`config.mk`:
```
export PLATFORM = sky130hd
export DESIGN_NAME = ahb_arbiter_flat
export DESIGN_NICKNAME = d
export VERILOG_FILES = /design/src/rtl/ahb_arbiter_if.sv /design/src/rtl/ahb_arbiter.sv /design/src/flat_wrapper.sv
export SDC_FILE = /design/constraint.sdc
export NUM_CORES = 1
export LEC_CHECK = 0
export CAP_MARGIN = 20
export CORE_AREA = 2 2 45 47
export CTS_CLUSTER_SIZE = 14
export DETAILED_ROUTE_END_ITERATION = 8
export DIE_AREA = 0 0 47 49
export GPL_TIMING_DRIVEN = 0
export PLACE_DENSITY_LB_ADDON = 0.05
export SYNTH_ARGS = -nofsm -noshare
export SYNTH_HDL_FRONTEND = slang
export SYNTH_SLANG_ARGS = --single-unit
```
`constraint.sdc`:
```
create_clock -name HCLK -period 3.7 [get_ports HCLK]
set_input_delay 0.74 -clock HCLK [delete_from_list [all_inputs] [get_ports HCLK]]
set_output_delay 0.74 -clock HCLK [all_outputs]
set_load 0.02 [all_outputs]
```
`src/rtl/ahb_arbiter_if.sv`:
```
// ---------------------------------------------------------------------------
// ahb_arbiter_if
// Signals exchanged between the two AHB masters, the bus fabric and the
// arbiter.
//   HBUSREQ_M1/M2   bus request from M1 / M2
//   HLOCK_M1/M2     locked-transfer request from M1 / M2
//   HBURST_M1/M2    burst type from M1 / M2 (3 bits)
//   HTRANS          transfer type of the owning master (IDLE/BUSY/NONSEQ/SEQ)
//   HREADY          bus-wide transfer-done
//   HGRANT_M1/M2    grant to M1 / M2
//   HMASTER         address-phase owner (1 = M1, 2 = M2, 0 = none)
//   HMASTLOCK       current address phase is locked
// Modports:
//   master - the requesting side (drives requests, receives grants)
//   slave  - the arbiter side (receives requests, drives grants)
// ---------------------------------------------------------------------------
`ifndef AHB_MASTER_BITS
`define AHB_MASTER_BITS 4
`endif
`ifndef AHB_TRANS_BITS
`define AHB_TRANS_BITS 2
`endif

interface ahb_arbiter_if;
    logic                         HBUSREQ_M1;
    logic                         HBUSREQ_M2;
    logic                         HLOCK_M1;
    logic                         HLOCK_M2;
    logic [2:0]                   HBURST_M1;
    logic [2:0]                   HBURST_M2;
    logic [`AHB_TRANS_BITS-1:0]   HTRANS;
    logic                         HREADY;
    logic                         HGRANT_M1;
    logic                         HGRANT_M2;
    logic [`AHB_MASTER_BITS-1:0]  HMASTER;
    logic                         HMASTLOCK;

    modport master (
        output HBUSREQ_M1, HBUSREQ_M2, HLOCK_M1, HLOCK_M2,
        output HBURST_M1, HBURST_M2, HTRANS, HREADY,
        input  HGRANT_M1, HGRANT_M2, HMASTER, HMASTLOCK
    );

    modport slave (
        input  HBUSREQ_M1, HBUSREQ_M2, HLOCK_M1, HLOCK_M2,
        input  HBURST_M1, HBURST_M2, HTRANS, HREADY,
        output HGRANT_M1, HGRANT_M2, HMASTER, HMASTLOCK
    );
endinterface

```
`src/rtl/ahb_arbiter.sv`:
```
// ---------------------------------------------------------------------------
// ahb_arbiter
// Two-master AHB arbiter. Round-robin between M1 and M2, keeps the bus with
// a locked owner, and never hands the bus over inside a fixed-length burst.
// HMASTER / HMASTLOCK only move on HREADY so ownership changes on a bus-cycle
// boundary.
// Ports:
//   HCLK     in   bus clock
//   HRESETn  in   asynchronous active-low reset
//   bus      slave modport of ahb_arbiter_if (requests, locks, bursts,
//            HTRANS, HREADY in; HGRANT_M1/M2, HMASTER, HMASTLOCK out)
// ---------------------------------------------------------------------------
`ifndef AHB_MASTER_BITS
`define AHB_MASTER_BITS 4
`endif
`ifndef AHB_TRANS_BITS
`define AHB_TRANS_BITS 2
`endif

module ahb_arbiter (
    input  logic         HCLK,
    input  logic         HRESETn,
    ahb_arbiter_if.slave bus
);

    typedef enum logic [1:0] {
        OWN_NONE = 2'd0,
        OWN_M1   = 2'd1,
        OWN_M2   = 2'd2
    } owner_t;

    localparam logic [`AHB_TRANS_BITS-1:0] TRANS_IDLE   = `AHB_TRANS_BITS'(0);
    localparam logic [`AHB_TRANS_BITS-1:0] TRANS_BUSY   = `AHB_TRANS_BITS'(1);
    localparam logic [`AHB_TRANS_BITS-1:0] TRANS_NONSEQ = `AHB_TRANS_BITS'(2);
    localparam logic [`AHB_TRANS_BITS-1:0] TRANS_SEQ    = `AHB_TRANS_BITS'(3);

    localparam logic [`AHB_MASTER_BITS-1:0] HM_NONE = `AHB_MASTER_BITS'(0);
    localparam logic [`AHB_MASTER_BITS-1:0] HM_M1   = `AHB_MASTER_BITS'(1);
    localparam logic [`AHB_MASTER_BITS-1:0] HM_M2   = `AHB_MASTER_BITS'(2);

    owner_t                       owner, owner_next;
    owner_t                       last, last_next;
    logic [4:0]                   burst_left, burst_left_next;
    logic [`AHB_MASTER_BITS-1:0]  hmaster;
    logic                         hmastlock;
    logic [2:0]                   burst_sel;
    logic                         owner_lock;
    logic                         arb_ok;

    // Addresses still to come after a NONSEQ of the given burst type.
    // SINGLE and INCR have no fixed tail.
    function automatic logic [4:0] burst_tail(input logic [2:0] hburst);
        case (hburst)
            3'b010, 3'b011: return 5'd3;
            3'b100, 3'b101: return 5'd7;
            3'b110, 3'b111: return 5'd15;
            default:        return 5'd0;
        endcase
    endfunction

    function automatic logic [`AHB_MASTER_BITS-1:0] owner_code(input owner_t o);
        case (o)
            OWN_M1:  return HM_M1;
            OWN_M2:  return HM_M2;
            default: return HM_NONE;
        endcase
    endfunction

    // Burst type comes from whichever master currently owns the address phase.
    always_comb begin
        burst_sel = 3'b000;
        if (hmaster == HM_M1)
            burst_sel = bus.HBURST_M1;
        else if (hmaster == HM_M2)
            burst_sel = bus.HBURST_M2;
    end

    always_comb begin
        burst_left_next = burst_left;
        if (bus.HREADY) begin
            case (bus.HTRANS)
                TRANS_IDLE:   burst_left_next = 5'd0;
                TRANS_BUSY:   burst_left_next = burst_left;
                TRANS_NONSEQ: burst_left_next = burst_tail(burst_sel);
                TRANS_SEQ:    if (burst_left != 5'd0) burst_left_next = burst_left - 5'd1;
                default:      burst_left_next = burst_left;
            endcase
        end
    end

    always_comb begin
        owner_lock = 1'b0;
        if (owner == OWN_M1)
            owner_lock = bus.HLOCK_M1;
        else if (owner == OWN_M2)
            owner_lock = bus.HLOCK_M2;
    end

    // The burst count is judged on its value after this edge's update: the
    // grant may move on the edge that accepts the second-to-last address, so
    // the new owner's HMASTER lands on the edge accepting the last one. This
    // also blocks arbitration on the edge that accepts a burst's NONSEQ.
    assign arb_ok = bus.HREADY && !owner_lock && (burst_left_next <= 5'd1);

    always_comb begin
        owner_next = owner;
        last_next  = last;
        if (arb_ok) begin
            case ({bus.HBUSREQ_M1, bus.HBUSREQ_M2})
                2'b10:   owner_next = OWN_M1;
                2'b01:   owner_next = OWN_M2;
                2'b11:   owner_next = (last == OWN_M1) ? OWN_M2 : OWN_M1;
                default: owner_next = OWN_NONE;
            endcase
        end
        if (owner_next != OWN_NONE)
            last_next = owner_next;
    end

    always_ff @(posedge HCLK or negedge HRESETn) begin
        if (!HRESETn) begin
            owner      <= OWN_NONE;
            last       <= OWN_M2;
            burst_left <= 5'd0;
            hmaster    <= HM_NONE;
            hmastlock  <= 1'b0;
        end else begin
            owner      <= owner_next;
            last       <= last_next;
            burst_left <= burst_left_next;
            // Address-phase ownership follows the grant one bus cycle later.
            if (bus.HREADY) begin
                hmaster   <= owner_code(owner);
                hmastlock <= owner_lock;
            end
        end
    end

    assign bus.HGRANT_M1 = (owner == OWN_M1);
    assign bus.HGRANT_M2 = (owner == OWN_M2);
    assign bus.HMASTER   = hmaster;
    assign bus.HMASTLOCK = hmastlock;

endmodule
```
`src/flat_wrapper.sv`:
```
// flat-port wrapper written by rule: the top's interface ports become plain ports
module ahb_arbiter_flat 
  (HCLK, HRESETn, bus_HBUSREQ_M1, bus_HBUSREQ_M2, bus_HLOCK_M1, bus_HLOCK_M2, bus_HBURST_M1, bus_HBURST_M2, bus_HTRANS, bus_HREADY, bus_HGRANT_M1, bus_HGRANT_M2, bus_HMASTER, bus_HMASTLOCK);
  ahb_arbiter_if bus_i ();
  input  logic HCLK;
  input  logic HRESETn;
  input wire logic [$bits(bus_i.HBUSREQ_M1)-1:0] bus_HBUSREQ_M1;
  input wire logic [$bits(bus_i.HBUSREQ_M2)-1:0] bus_HBUSREQ_M2;
  input wire logic [$bits(bus_i.HLOCK_M1)-1:0] bus_HLOCK_M1;
  input wire logic [$bits(bus_i.HLOCK_M2)-1:0] bus_HLOCK_M2;
  input wire logic [$bits(bus_i.HBURST_M1)-1:0] bus_HBURST_M1;
  input wire logic [$bits(bus_i.HBURST_M2)-1:0] bus_HBURST_M2;
  input wire logic [$bits(bus_i.HTRANS)-1:0] bus_HTRANS;
  input wire logic [$bits(bus_i.HREADY)-1:0] bus_HREADY;
  output wire logic [$bits(bus_i.HGRANT_M1)-1:0] bus_HGRANT_M1;
  output wire logic [$bits(bus_i.HGRANT_M2)-1:0] bus_HGRANT_M2;
  output wire logic [$bits(bus_i.HMASTER)-1:0] bus_HMASTER;
  output wire logic [$bits(bus_i.HMASTLOCK)-1:0] bus_HMASTLOCK;
  assign bus_i.HBUSREQ_M1 = bus_HBUSREQ_M1;
  assign bus_i.HBUSREQ_M2 = bus_HBUSREQ_M2;
  assign bus_i.HLOCK_M1 = bus_HLOCK_M1;
  assign bus_i.HLOCK_M2 = bus_HLOCK_M2;
  assign bus_i.HBURST_M1 = bus_HBURST_M1;
  assign bus_i.HBURST_M2 = bus_HBURST_M2;
  assign bus_i.HTRANS = bus_HTRANS;
  assign bus_i.HREADY = bus_HREADY;
  assign bus_HGRANT_M1 = bus_i.HGRANT_M1;
  assign bus_HGRANT_M2 = bus_i.HGRANT_M2;
  assign bus_HMASTER = bus_i.HMASTER;
  assign bus_HMASTLOCK = bus_i.HMASTLOCK;
  ahb_arbiter u_core (.HCLK(HCLK), .HRESETn(HRESETn), .bus(bus_i));
endmodule
```
==> summary.txt <==
Global routing
  • Initial antenna violation count: 0
  • Largest net degree at the start of global routing: 13
  • First-pass GRT wire length: between 2000 and 3000 um
  • All-Layer GR Usage: 0.164
  • Vias in the first global route: 640
  • Gr ovfl total: 0

Critical path
  • CP startpoint: bus_HTRANS[0]
  • FF-to-FF setup slack: slightly above 0.9 ns
  • R2r worst-path depth: 8
  • Critical Path Sink Type: register
  • Critical path class: in -> reg
  • Worst Path Max Fanout: 10
  • Worst Path Arrival: 3.10 ns
  • Worst R2R End: u_core.last[1]
  • Worst reg2reg path startpoint: u_core.burst_left[1]
  • Crit start category: input port
  • Critical Path RT: roughly 4 ns

Drt
  • Final ANT Viol Nets: 0
  • Via-per-instance ratio: approximately 5.3
  • Total routed wirelength: 1580 um
  • Initial DRC Count: 12
  • Via count: 726
  • Wirelength per Cell: ~11 um
  • DRC: 0
  • First-pass DRT Iterations: 4

Synthesis
  • EDFF count, synth: 0
  • #FFs+latches synth: 12
  • Sequential area share after synthesis: 0.383
  • Cells after synthesis: 89
  • Post-Syn Area: 788 um2
  • Async set or reset register ratio after synthesis: 1.00
  • Yosys top cell area share: 0.349
  • Yosys top cell by area: dfrtp_1
  • Yosys cell types: 37
  • Synth warnings: 0
  • Mean Syn Cell Area: just under 9 um2
  • Top FF cell, synth: dfrtp_1
  • Area contributors post-synth: dfrtp_1, o21ai_0, nand2_1, dfstp_2, nor2_1

STA
  • Final Skew: between 0.001 and 0.0015 ns
  • Setup TNS: 0 ns
  • Hold WS: around 0.49 ns
  • Max_slew headroom: 0.649
  • Final period util: 0.783
  • Achievable Freq: around 350 MHz
  • RSZ-0062 raised after global routing: false
  • Final hold vios: 0
  • Slew @ Worst Pin: between 0.5 and 0.6 ns
  • Crit path time final: 2.90 ns
  • Final setup viols: 0
  • Max Slew Vio Count: 0

Floorplanning
  • Die Span Y: a little under 50 um
  • Die width: approximately 47 um
  • Core area: between 1500 and 2000 um2
  • I/O pin count: 22
  • Std-Cell Rows: 16
  • Die ar.: roughly 2300 um2
  • Initial Utilization: 0.428

Power and ir drop
  • Peak supply drop: about 0.41 mV
  • PwrDens: 639 nW/um2
  • Power Total: 0.660 mW
  • Leakage: about 0.44 nW

Clock network
  • CTS sink count: 12
  • Post-cts hold buffer count: 0
  • CTS max path bufs: 2
  • Worst skew pair latency: between 0.2 and 0.3 ns
  • Setup bufs post-CTS: 0
  • TritonCTS clock tree: done
  • CTS root buf: clkbuf_4
  • Post-CTS sizing: 0
  • Clock transition at path regs: around 0.080 ns
  • H-tree Lvls: 1
  • CTS buffer count: 3

Final layout
  • Antenna diode count: 0
  • Share of post-route cells with drive strength above 1: 0.108
  • Layout overhead on the synthesized area: 31.0%
  • Fill cells: 177
  • Post-Layout Inst Area: 1030 um2
  • Fin nets: ~130
  • Layout Cells excl Fill: 138

Hold path
  • HP Class: reg -> reg
  • Hold Path Origin: u_core.bus.HMASTLOCK
  • Hold Crit Endpoint: u_core.bus.HMASTLOCK
  • Hold path depth: 1

Status
  • Outcome: completed

Placement
  • Placed insts: between 100 and 150
  • Port Buf Inserts: 17
  • DP Area: approximately 1000 um2
  • GP Congestion: about 0.8
  • HPWL after detailed placement: between 1000 and 1500 um

Job
  • Max cap viols: 0
## routing by layer
metal,wire (um),global-route usage
met1,752,0.232
met2,709,0.226
met3,55,0.0259
met4,65,0.106
met5,0,0
## power breakdown
part           switching, mW  internal, mW  total, mW
registers             0.0539         0.184      0.238
clock network         0.0456        0.0599      0.105
logic                  0.150         0.167      0.317
## cells by family after synthesis
group,after synthesis,share of synthesized area
mux,3,0.0413
compound gates,28,0.249
other cells,1,0.00476
buf+inv,10,0.0571
simple gates,34,0.249
flops,12,0.383
fa+ha+maj,1,0.0159
## worst max path at each step
stage / endpoint / slack [ns] / depth (start not counted)
after CTS: u_core.last[1] / 0.81 / 8
after global routing: u_core.last[1] / 0.70 / 8
after detailed placement: u_core.last[1] / 0.53 / 8
after floorplan: u_core.last[1] / 1.12 / 8
final: u_core.last[1] / 0.80 / 8
after global placement: u_core.last[1] / 0.52 / 8
## stage by stage
stage,util,setup slack [ns]
after floorplan,-,1.12
after global placement,0.541,0.521
after detailed placement,0.541,0.526
after CTS,0.560,0.808
after global routing,0.560,0.695
final,0.560,0.804
## cell type report
class                      instances  area (um2)  share of cell area
clock buffer                       4        36.3              0.0352
buffer                             5        26.3              0.0255
inverter                           5        18.8              0.0182
tap                               27        33.8              0.0327
sequential                        12         302               0.292
multi-input combinational         68         445               0.432
timing repair buffer              17         170               0.165
## worst max-delay path: stages
cell and delay, ns:
clkdlybuf4s50_1 0.47, clkbuf_1 0.32, nand2b_1 0.16, a21oi_1 0.04, o31a_1 0.32, or4_4 0.55
or3_1 0.39, o211ai_1 0.10
## sequential cells by signal (all words and copies together) (netlist names)
name                  count
u_core.burst_left         5
u_core.bus.HMASTLOCK      1
u_core.bus.HMASTER        2
u_core.owner              2
u_core.last               2
## cell usage in the layout, fill, tap and decap left out, types with 3 or more instances in the layout
cell type / count
clkbuf_4: 3
a21boi_0: 3
o211ai_1: 3
clkdlybuf4s50_1: 17
nand2_1: 9
o21ai_0: 7
nor2_1: 7
a21oi_1: 4
inv_1: 5
nor2b_1: 3
clkbuf_1: 3
dfrtp_1: 11
nand2b_1: 3
## synth_stat cells, types with 2 or more instances
library cell,count
dfrtp_1,11
nand2_1,9
nor2_1,7
o21ai_0,7
inv_1,5
a21oi_1,4
a21boi_0,3
clkbuf_1,3
nand2b_1,3
nor2b_1,3
o211ai_1,3
buf_4,2
mux2_2,2
nand4b_1,2
o21a_1,2
o31a_1,2
No activity file was read; power rests on OpenSTA's default activity.
